[src/rtl/riscv_i32_trap_csrs.sv]
// Machine-mode trap and CSR state for the RV32I pipeline.
// Holds mstatus (MIE/MPIE), mtvec, mscratch, mepc, mcause, mtval and a
// free-running mcycle. Services execute-stage CSR accesses and produces the
// fetch redirect target for trap entry and mret.
module riscv_i32_trap_csrs #(
    parameter logic [31:0] RESET_MTVEC = 32'h0
) (
    input  logic        clk,
    input  logic        reset,
    input  logic        control_flow__trap__valid,
    input  logic        control_flow__trap__ret,
    input  logic [3:0]  control_flow__trap__cause,
    input  logic [31:0] control_flow__trap__pc,
    input  logic [31:0] control_flow__trap__value,
    input  logic        control_flow__async_cancel,
    input  logic [2:0]  csr_access__access,
    input  logic [11:0] csr_access__address,
    input  logic [31:0] csr_access__write_data,
    output logic [31:0] csr_read_data,
    output logic        csr_illegal,
    output logic [31:0] trap_redirect_pc,
    output logic        interrupt_enable,
    output logic        trap_taken
);

    localparam logic [11:0] ADDR_MSTATUS  = 12'h300;
    localparam logic [11:0] ADDR_MTVEC    = 12'h305;
    localparam logic [11:0] ADDR_MSCRATCH = 12'h340;
    localparam logic [11:0] ADDR_MEPC     = 12'h341;
    localparam logic [11:0] ADDR_MCAUSE   = 12'h342;
    localparam logic [11:0] ADDR_MTVAL    = 12'h343;
    localparam logic [11:0] ADDR_MCYCLE   = 12'hB00;

    localparam logic [2:0] ACC_NONE  = 3'd0;
    localparam logic [2:0] ACC_READ  = 3'd1;
    localparam logic [2:0] ACC_WRITE = 3'd2;
    localparam logic [2:0] ACC_SET   = 3'd3;
    localparam logic [2:0] ACC_CLEAR = 3'd4;

    // True for every address that has a backing CSR.
    function automatic logic csr_is_mapped(input logic [11:0] addr);
        logic hit;
        case (addr)
            ADDR_MSTATUS, ADDR_MTVEC, ADDR_MSCRATCH, ADDR_MEPC,
            ADDR_MCAUSE, ADDR_MTVAL, ADDR_MCYCLE: hit = 1'b1;
            default:                              hit = 1'b0;
        endcase
        return hit;
    endfunction

    // Read-modify-write result for the write/set/clear operations.
    function automatic logic [31:0] csr_apply_op(input logic [2:0]  op,
                                                 input logic [31:0] old_val,
                                                 input logic [31:0] operand);
        logic [31:0] result;
        case (op)
            ACC_WRITE: result = operand;
            ACC_SET:   result = old_val | operand;
            ACC_CLEAR: result = old_val & ~operand;
            default:   result = old_val;
        endcase
        return result;
    endfunction

    // Architectural state
    logic        mie_r;
    logic        mpie_r;
    logic [31:0] mtvec_r;
    logic [31:0] mscratch_r;
    logic [31:0] mepc_r;
    logic        mcause_int_r;
    logic [3:0]  mcause_code_r;
    logic [31:0] mtval_r;
    logic [31:0] mcycle_r;
    logic        trap_taken_r;

    // Decode and datapath
    logic        trap_entry_s;
    logic        trap_ret_s;
    logic        access_active_s;
    logic        access_modify_s;
    logic        addr_mapped_s;
    logic        csr_update_s;
    logic [31:0] mstatus_view_s;
    logic [31:0] mcause_view_s;
    logic [31:0] csr_old_s;
    logic [31:0] csr_new_s;
    logic [31:0] trap_base_s;
    logic [31:0] vector_offset_s;

    // Classify the trap bundle and the CSR access; a trap entry squashes the access.
    always_comb begin
        trap_entry_s    = control_flow__trap__valid;
        trap_ret_s      = control_flow__trap__ret & ~control_flow__trap__valid;
        access_active_s = 1'b0;
        access_modify_s = 1'b0;
        case (csr_access__access)
            ACC_READ: begin
                access_active_s = 1'b1;
                access_modify_s = 1'b0;
            end
            ACC_WRITE, ACC_SET, ACC_CLEAR: begin
                access_active_s = 1'b1;
                access_modify_s = 1'b1;
            end
            ACC_NONE: begin
                access_active_s = 1'b0;
                access_modify_s = 1'b0;
            end
            default: begin
                access_active_s = 1'b0;
                access_modify_s = 1'b0;
            end
        endcase
        addr_mapped_s = csr_is_mapped(csr_access__address);
        csr_update_s  = access_modify_s & addr_mapped_s & ~trap_entry_s;
    end

    // Assemble the software-visible views of the partially stored CSRs.
    always_comb begin
        mstatus_view_s = {19'd0, 2'b11, 3'd0, mpie_r, 3'd0, mie_r, 3'd0};
        mcause_view_s  = {mcause_int_r, 27'd0, mcause_code_r};
    end

    // Select the pre-update value of the addressed CSR and the value to write back.
    always_comb begin
        csr_old_s = 32'd0;
        case (csr_access__address)
            ADDR_MSTATUS:  csr_old_s = mstatus_view_s;
            ADDR_MTVEC:    csr_old_s = mtvec_r;
            ADDR_MSCRATCH: csr_old_s = mscratch_r;
            ADDR_MEPC:     csr_old_s = mepc_r;
            ADDR_MCAUSE:   csr_old_s = mcause_view_s;
            ADDR_MTVAL:    csr_old_s = mtval_r;
            ADDR_MCYCLE:   csr_old_s = mcycle_r;
            default:       csr_old_s = 32'd0;
        endcase
        csr_new_s = csr_apply_op(csr_access__access, csr_old_s, csr_access__write_data);
    end

    // Drive read data and the illegal-address flag; unmapped or idle accesses read 0.
    always_comb begin
        csr_read_data = 32'd0;
        csr_illegal   = 1'b0;
        if (access_active_s && addr_mapped_s) begin
            csr_read_data = csr_old_s;
            csr_illegal   = 1'b0;
        end else if (access_active_s) begin
            csr_read_data = 32'd0;
            csr_illegal   = 1'b1;
        end else begin
            csr_read_data = 32'd0;
            csr_illegal   = 1'b0;
        end
    end

    // Fetch redirect from pre-update mtvec/mepc; only interrupts use the vector table.
    always_comb begin
        trap_base_s      = {mtvec_r[31:2], 2'b00};
        vector_offset_s  = {26'd0, control_flow__trap__cause, 2'b00};
        trap_redirect_pc = 32'd0;
        if (trap_entry_s) begin
            if (mtvec_r[0] && control_flow__async_cancel) begin
                trap_redirect_pc = trap_base_s + vector_offset_s;
            end else begin
                trap_redirect_pc = trap_base_s;
            end
        end else if (trap_ret_s) begin
            trap_redirect_pc = mepc_r;
        end else begin
            trap_redirect_pc = 32'd0;
        end
    end

    // mstatus MIE/MPIE: trap stacks MIE, explicit CSR write beats mret, mret unstacks.
    always_ff @(posedge clk or posedge reset) begin
        if (reset) begin
            mie_r  <= 1'b0;
            mpie_r <= 1'b0;
        end else if (trap_entry_s) begin
            mpie_r <= mie_r;
            mie_r  <= 1'b0;
        end else if (csr_update_s && (csr_access__address == ADDR_MSTATUS)) begin
            mie_r  <= csr_new_s[3];
            mpie_r <= csr_new_s[7];
        end else if (trap_ret_s) begin
            mie_r  <= mpie_r;
            mpie_r <= 1'b1;
        end else begin
            mie_r  <= mie_r;
            mpie_r <= mpie_r;
        end
    end

    // mtvec: software-written only; bit 1 is reserved and kept at zero.
    always_ff @(posedge clk or posedge reset) begin
        if (reset) begin
            mtvec_r <= RESET_MTVEC;
        end else if (csr_update_s && (csr_access__address == ADDR_MTVEC)) begin
            mtvec_r <= {csr_new_s[31:2], 1'b0, csr_new_s[0]};
        end else begin
            mtvec_r <= mtvec_r;
        end
    end

    // mscratch: plain software scratch register.
    always_ff @(posedge clk or posedge reset) begin
        if (reset) begin
            mscratch_r <= 32'd0;
        end else if (csr_update_s && (csr_access__address == ADDR_MSCRATCH)) begin
            mscratch_r <= csr_new_s;
        end else begin
            mscratch_r <= mscratch_r;
        end
    end

    // mepc: captures the trapping PC, or a software write; always halfword aligned.
    always_ff @(posedge clk or posedge reset) begin
        if (reset) begin
            mepc_r <= 32'd0;
        end else if (trap_entry_s) begin
            mepc_r <= {control_flow__trap__pc[31:1], 1'b0};
        end else if (csr_update_s && (csr_access__address == ADDR_MEPC)) begin
            mepc_r <= {csr_new_s[31:1], 1'b0};
        end else begin
            mepc_r <= mepc_r;
        end
    end

    // mcause: only the interrupt flag and 4-bit code are kept.
    always_ff @(posedge clk or posedge reset) begin
        if (reset) begin
            mcause_int_r  <= 1'b0;
            mcause_code_r <= 4'd0;
        end else if (trap_entry_s) begin
            mcause_int_r  <= control_flow__async_cancel;
            mcause_code_r <= control_flow__trap__cause;
        end else if (csr_update_s && (csr_access__address == ADDR_MCAUSE)) begin
            mcause_int_r  <= csr_new_s[31];
            mcause_code_r <= csr_new_s[3:0];
        end else begin
            mcause_int_r  <= mcause_int_r;
            mcause_code_r <= mcause_code_r;
        end
    end

    // mtval: trap value on entry, otherwise software-writable.
    always_ff @(posedge clk or posedge reset) begin
        if (reset) begin
            mtval_r <= 32'd0;
        end else if (trap_entry_s) begin
            mtval_r <= control_flow__trap__value;
        end else if (csr_update_s && (csr_access__address == ADDR_MTVAL)) begin
            mtval_r <= csr_new_s;
        end else begin
            mtval_r <= mtval_r;
        end
    end

    // mcycle: free-running wrap-around counter; a CSR write replaces that cycle's increment.
    always_ff @(posedge clk or posedge reset) begin
        if (reset) begin
            mcycle_r <= 32'd0;
        end else if (csr_update_s && (csr_access__address == ADDR_MCYCLE)) begin
            mcycle_r <= csr_new_s;
        end else begin
            mcycle_r <= mcycle_r + 32'd1;
        end
    end

    // trap_taken: one-cycle pulse following every trap entry.
    always_ff @(posedge clk or posedge reset) begin
        if (reset) begin
            trap_taken_r <= 1'b0;
        end else begin
            trap_taken_r <= trap_entry_s;
        end
    end

    // Registered status outputs
    always_comb begin
        interrupt_enable = mie_r;
        trap_taken       = trap_taken_r;
    end

endmodule

[config.mk]
export PLATFORM = sky130hd
export DESIGN_NAME = riscv_i32_trap_csrs
export DESIGN_NICKNAME = d
export VERILOG_FILES = /design/src/rtl/riscv_i32_trap_csrs.sv
export SDC_FILE = /design/constraint.sdc
export NUM_CORES = 1
export LEC_CHECK = 0
export ABC_AREA = 1
export BUFFER_PORTS_ARGS = -buffer_cell sky130_fd_sc_hd__buf_2
export CORE_AREA = 5 5 184 186
export CTS_BUF_LIST = sky130_fd_sc_hd__clkbuf_2 sky130_fd_sc_hd__clkbuf_4 sky130_fd_sc_hd__clkbuf_8
export DETAILED_ROUTE_END_ITERATION = 10
export DIE_AREA = 0 0 189 191
export PLACE_DENSITY = 0.67
export SLEW_MARGIN = 20
export SYNTH_ARGS = -nofsm -noshare
export SYNTH_HDL_FRONTEND = slang
export SYNTH_SLANG_ARGS = --single-unit
[constraint.sdc]
create_clock -name clk -period 4.8 [get_ports clk]
set_clock_uncertainty 0.15 [all_clocks]
set_input_delay 0.24 -clock clk [delete_from_list [all_inputs] [get_ports clk]]
set_output_delay 0.24 -clock clk [all_outputs]
set_load 0.05 [all_outputs]
==> flow_summary.ini, run 1 <==
[critical_path]
worstSetupStartpointType = primary input
crit_buf_inv = 5
critical_path.max_stage_delay_ns = 0.64
path_cells = dlygate4sd3_1 -> buf_2 -> nand2_1 -> inv_1 -> nand2_1 -> inv_1 -> nand3_1 -> nor3_1 -> nand2_1 -> nand2_1 -> nand2_1 -> o22ai_1 -> buf_2
critPathCaptureType = primary output
cpMostUsedCell = nand2_1
ff2ff_setup_slack_ns = 2.17
cp_slowest_cell = inv_1
critPathTopFamily = buffers and inverters
criticalPathCategory = primary input to primary output
worst-endpoint-required_ns = 4.41
cp.arrival_ns = 3.44
critPathMaxFanout = 16

[global_routing]
grt_max_degree = 167
grt_pass1_wl_um = 75900
grt_overflow = 0
grt_pass1_vias = 12200
antenna_found_initial = 0
grt_use_total = 0.279

[yosys]
yosys_warnings = 0
ys_seq_area_frac = 0.357
synth_top_area_frac = 0.357
ys_ff_latch = 166
synth_cell_types = 44
synthCells = 1807
synth_edf_count = 0
syn_area_per_cell_um2 = 6.44
synthArstFlopShare = 1.00
synthTopCellsByArea = dfrtp_1, nand2_1, inv_1
synth_area_um2 = 11600
ys.flop_type = dfrtp_1
syn_nets = 1933
synth_top_area_cell = dfrtp_1

[cts]
clockBufferDepth = 2
numCtsBuffers = 17
clock_latency_ns = 0.49
cts_resized = 0
root_buffer = clkbuf_8
cts_tree = built
clkSlewWorstSetupHoldPaths_ns = 0.09
clkSinkCount = 166
ctsHtreeMaxLevel = 4

[power]
p_leak_uw = 0.00727
power_uw = 3220
p_int_uw = 2210
p_per_area_nw_per_um2 = 230
combinationalPowerShare = 0.172
pwr-share-seq = 0.463
p_sw_uw = 1010
clockPowerShare = 0.365
swShare = 0.313
peakVddDrop_uv = 171

[cells_and_area]
multi_input_area_um2 = 6330
nets = 2147
layout-drive-gt1-share = 0.140
final_cell_count_no_fill = 2442
regArea_um2 = 4150
final_cell_mix = nand2_1, inv_1, buf_2
area_growth_pct = 20.5
antenna_cells = 0
fillers = 3372
final_common_cell = nand2_1

[routing]
drt_iter0_drc = 1398
dr.pass1.iters = 6
wl_um = 51100
drc_errors = 0
antenna_left = 0
via_per_inst = 5.34
vias = 13100
wire_per_inst_um = 20.9

[floorplan]
core_region_area_um2 = 32100
placementRows = 66
die_y_um = 191
die_w_um = 189
dieArea_um2 = 36100
start_util = 0.362
ios = 187

[timing]
hold_violations = 0
finalSetupViolCount = 0
tns_ns = 0
fmax_mhz = 261
finalCritPeriodShare = 0.797
period_minus_slack_ns = 3.83
rsz0062_at_grt = no
finalMaxSlewViolations = 0
max-slew-margin-rel = 0.192
worst_pin_slew_ns = 1.20

[placed_design]
dp_hpwl_um = 38600
gp_congestion = 0.993
io_buffer_count = 184
placed_cells = 2339

[flow_run]
drv_cap = 0

[worst_hold_path]
hold_path.class = primary input to register

[outcome]
status = finished clean
==> stage by stage <==
| step | area, um^2 | hold WS, ns | utilization | worst slack, ns |
|---|---|---|---|---|
| after floorplan | 11600 | 0.121 | - | 1.78 |
| after global placement | 12900 | 0.306 | 0.400 | 1.30 |
| after detailed placement | 12900 | 0.311 | 0.400 | 1.29 |
| after CTS | 14000 | 0.0314 | 0.436 | 1.04 |
| after global routing | 14000 | 0.0546 | 0.436 | 0.772 |
| final | 14000 | 0.0584 | 0.436 | 0.973 |
==> sequential cells by signal (all words and copies together) (netlist names) <==
| register | flops |
|---|---|
| mcause_code_r | 4 |
| mepc_r | 31 |
| mscratch_r | 32 |
| mcause_int_r | 1 |
| mcycle_r | 32 |
| mtval_r | 32 |
| mtvec_r | 31 |
| interrupt_enable | 1 |
| trap_taken | 1 |
| mpie_r | 1 |
==> worst paths after layout <==
check / startpoint / endpoint / depth (start not counted)
min in group asynchronous: reset / mtval_r[18] / 4
hold reg to reg: mscratch_r[5] / mscratch_r[5] / 2
setup reg to reg: mcycle_r[0] / mcycle_r[18] / 11
hold / removal: csr_access__write_data[15] / mscratch_r[15] / 4
setup / recovery: control_flow__async_cancel / trap_redirect_pc[20] / 13
max in group asynchronous: reset / mtval_r[19] / 5
==> per-layer routing <==
metal / share of wire / track usage / vias to the layer above
met1: 0.43 / 0.386 / 6051
li1: - / - / 6212
met4: 0.046 / 0.120 / 0
met3: 0.084 / 0.0467 / 90
met2: 0.44 / 0.433 / 698
met5: 0 / 0 / -
==> cell families after synthesis <==
family / share of synthesized area
AOI/OAI and AO/OA: 0.148
DFF: 0.357
muxes: 0.00172
adders and majority gates: 0.00710
other: 0.000322
and+or+nand+nor: 0.362
buffers and inverters: 0.0997
xor gates and xnor gates: 0.0241
==> synthesized netlist by cell type (5+ instances only) <==
master and number:
o21ai_1 58, xnor2_1 12, nor4_1 5, nor2_2 8, nor2_4 6, a21oi_1 105
inv_1 199, o21ai_0 124, nand2_4 5, buf_2 27, ha_1 5, xor2_1 20
nand2_1 601, a22oi_1 16, nor3_1 25, inv_2 12, nand4_1 34, dfrtp_1 166
nor2_1 168, clkbuf_1 33, nand3_1 114, o22ai_1 15, buf_1 7
==> worst register-to-register path: cells and delay by family, from the launching register on <==
| kind | cells | cell delay [ns] |
|---|---|---|
| AO/OA/AOI/OAI | 1 | 0.07 |
| XOR/XNOR | 1 | 0.15 |
| adder cells (fa/ha/maj) | 1 | 0.21 |
| buffers and inverters | 2 | 0.17 |
| flip-flops | 1 | 0.42 |
| AND/OR/NAND/NOR | 6 | 1.35 |
==> cell type report <==
type,instances,area share
Clock inverter,10,0.0102
Timing Repair Buffer,270,0.127
Multi-Input combinational cell,1353,0.452
Tap cell,408,0.0364
Sequential cell,166,0.296
Inverter,213,0.0573
Clock buffer,22,0.0212
==> repair_timing <==
action / 4_1_cts / 5_1_grt
endpoints found under the hold margin: 228 / 0
buffers inserted: 0 / 0
hold buffers: 70 / 0
==> power groups by stage <==
stage	registers, uW	clock network, uW	logic, uW
final	1490	1170	554
after global routing	1490	1240	602
after CTS	1490	1180	548
after detailed placement	1520	0	502
after global placement	1510	0	497
after floorplan	1510	0	307
(Power assumes the default switching activity.)
==> run 2, diff against run 1 <==
Settings changed: ABC_AREA 1 to 0, CORE_AREA 5 5 184 186 to 5 5 181 183, DIE_AREA 0 0 189 191 to 0 0 186 188.
Clock period 4.8 ns to 3.5 ns, I/O delays scaled along.
==> run 2 against run 1 <==
  * Non-clock buffer count rose by 44
  * Clock power rose by 24%
  * Utilization increased by 1.2 points
  * Sequential cell count did not move
  * Routed wire length fell by 16%
  * Highest routed layer is now met5
==> flow_summary.ini, run 2 <==
[placed_design]
placed_area_um2 = 12700
dp_hpwl_um = 31200
gp_congestion = 0.924
io_buffer_count = 184

[flow_run]
drv_cap = 0

[cells_and_area]
layout-drive-gt1-share = 0.223
largest_registers = mcycle_r (32), mscratch_r (32), mtval_r (32)
area_growth_pct = 23.4
design_area_um2 = 13900
nets = 1712
final_cell_mix = nand2_1, buf_2, dfrtp_1
final_common_cell = nand2_1

[yosys]
synth_cell_types = 70
synth.most_common_cell = nand2_1
ys.flop_type = dfrtp_1
synth_top_area_frac = 0.368
syn_nets = 1490
ys_ff_latch = 166
synthTopCellsByArea = dfrtp_1, nand2_1, o21ai_0
synthArstFlopShare = 1.00
ys_seq_area_frac = 0.368
synth_area_um2 = 11300
synthTopCellsByCount = nand2_1, dfrtp_1, o21ai_0
synthCells = 1364
synth_edf_count = 0
yosys_warnings = 0
syn_area_per_cell_um2 = 8.28
synth_top_area_cell = dfrtp_1

[floorplan]
die_w_um = 186
core_region_area_um2 = 31100
start_util = 0.364
dieArea_um2 = 35000
die_y_um = 188
ios = 187
placementRows = 65

[cts]
numCtsBuffers = 17
cts_tree = built
clockBufferDepth = 2
ctsHtreeMaxLevel = 4
root_buffer = clkbuf_8
clock_latency_ns = 0.48
clkSlewWorstSetupHoldPaths_ns = 0.10
postCtsSetupRepairBufs = 0
clkSinkCount = 166

[critical_path]
crit_start = mtvec_r[2]
path_cells = ha_1 -> inv_1 -> fa_1 -> nor2b_1 -> o21ai_1 -> a211o_2 -> nor3_1 -> xnor2_1 -> o21ai_0 -> buf_2
criticalPathCategory = register to primary output
critPathMaxFanout = 5
r2r_cells = 7
worstSetupStartpointType = register
critical_path.max_stage_delay_ns = 0.42
cp.arrival_ns = 2.94
critPathTopFamily = compound AO/OA/AOI/OAI gates
critPathCaptureType = primary output
crit_buf_inv = 2
r2r-start = mscratch_r[5]
cp_slowest_cell = dfrtp_1
worst-path-stages = 10
worst-endpoint-required_ns = 3.17

[timing]
finalSetupViolCount = 0
hold_violations = 0
finalMaxSlewViolations = 0
max-slew-margin-rel = 0.271
rsz0062_at_grt = no
worst_pin_slew_ns = 1.07
tns_ns = 0
period_minus_slack_ns = 3.26
fmax_mhz = 306
finalCritPeriodShare = 0.933
fin_hold_ws_ns = 0.0320

[worst_hold_path]
hold_path.class = primary input to register
hold_path_startpoint = csr_access__write_data[28]
hold_depth = 4

[power]
p_leak_uw = 0.00573
p_per_area_nw_per_um2 = 316
peakVddDrop_uv = 206

[global_routing]
grt_overflow = 0
grt_use_total = 0.241
grt_pass1_vias = 11300
antenna_found_initial = 9
grt_max_degree = 81
grt_pass1_wl_um = 65500

[routing]
vias = 11700
wire_per_inst_um = 21.5
via_per_inst = 5.84
antenna_left = 0
wl_um = 43100
dr.pass1.iters = 6
drt_iter0_drc = 1209
drc_errors = 0

[outcome]
status = finished clean
==> run 2: changes by cell type in the layout (fill, tap and decap cells not counted), sizes merged, moves of 19 or more <==
cell | before | now
a21oi | 105 | 79
nor2 | 186 | 95
a21o | 0 | 20
o211ai | 1 | 33
mux2i | 2 | 34
o21ai | 183 | 138
o21a | 0 | 39
inv | 212 | 18
nand2 | 610 | 208
buf | 200 | 233
xnor2 | 12 | 44
nand3 | 116 | 97
==> run 2: logic make-up (layout without fill, tap and decap cells) <==
group,after synthesis,count (layout),share of synthesized area
AO/OA/AOI/OAI,433,434,0.268
XOR/XNOR,58,58,0.0450
adder cells (fa/ha/maj),6,6,0.00731
buffers and inverters,127,361,0.0462
flip-flops,166,166,0.368
multiplexers,40,40,0.0371
other,1,6,0.000332
AND/OR/NAND/NOR,533,533,0.228
==> run 2: metal layers <==
layer,track usage,share of wire
met5,0,0.0018
met4,0.0779,0.031
met3,0.0619,0.097
met2,0.357,0.43
met1,0.343,0.44
==> run 2: worst paths after layout <==
check,to,slack [ns]
setup / recovery,trap_redirect_pc[22],0.24
hold / removal,mcycle_r[28],0.03
setup reg to reg,mepc_r[5],0.50
hold reg to reg,mscratch_r[24],0.33
max in group asynchronous,mepc_r[19],2.12
min in group asynchronous,mscratch_r[5],0.20
==> run 2: layout make-up <==
cell class                      instances  area, um^2
Inverter                               15        62.6
Clock inverter                         14         150
Clock buffer                           18         241
Multi-Input combinational cell       1072        6660
Timing Repair Buffer                  314        2160
Tap cell                              402         503
Sequential cell                       166        4150
Fill cell                            3104       17100
Antenna cell                            5        12.5
==> run 2: repair_timing <==
action	4_1_cts	5_1_grt
cloned	0	1
hold buffers	81	0
endpoints found under the hold margin	102	0
gates resized for setup	1	8
pin swaps	0	1
setup endpoints to repair	1	9
==> run 2: report_power, final <==
group          internal [uW]  switching [uW]
sequential              2020             113
combinational            325             493
clock                    650             805
==> run 2: stage by stage <==
stage,util,power (uW),worst slack [ns],instances
5_1_grt,0.449,4570,0.0338,2003
4_1_cts,0.448,4410,0.0154,2000
3_3_place_gp,0.409,2870,0.481,1887
6_report,0.449,4400,0.235,2006
3_5_place_dp,0.409,2890,0.483,1887
2_1_floorplan,-,2610,0.219,1364
==> run 2: tightest hold or removal path: cells and delay by family <==
kind	cells	cell delay, ns
AOI/OAI and AO/OA	2	0.28
buffers and inverters	1	0.12
and+or+nand+nor	1	0.05
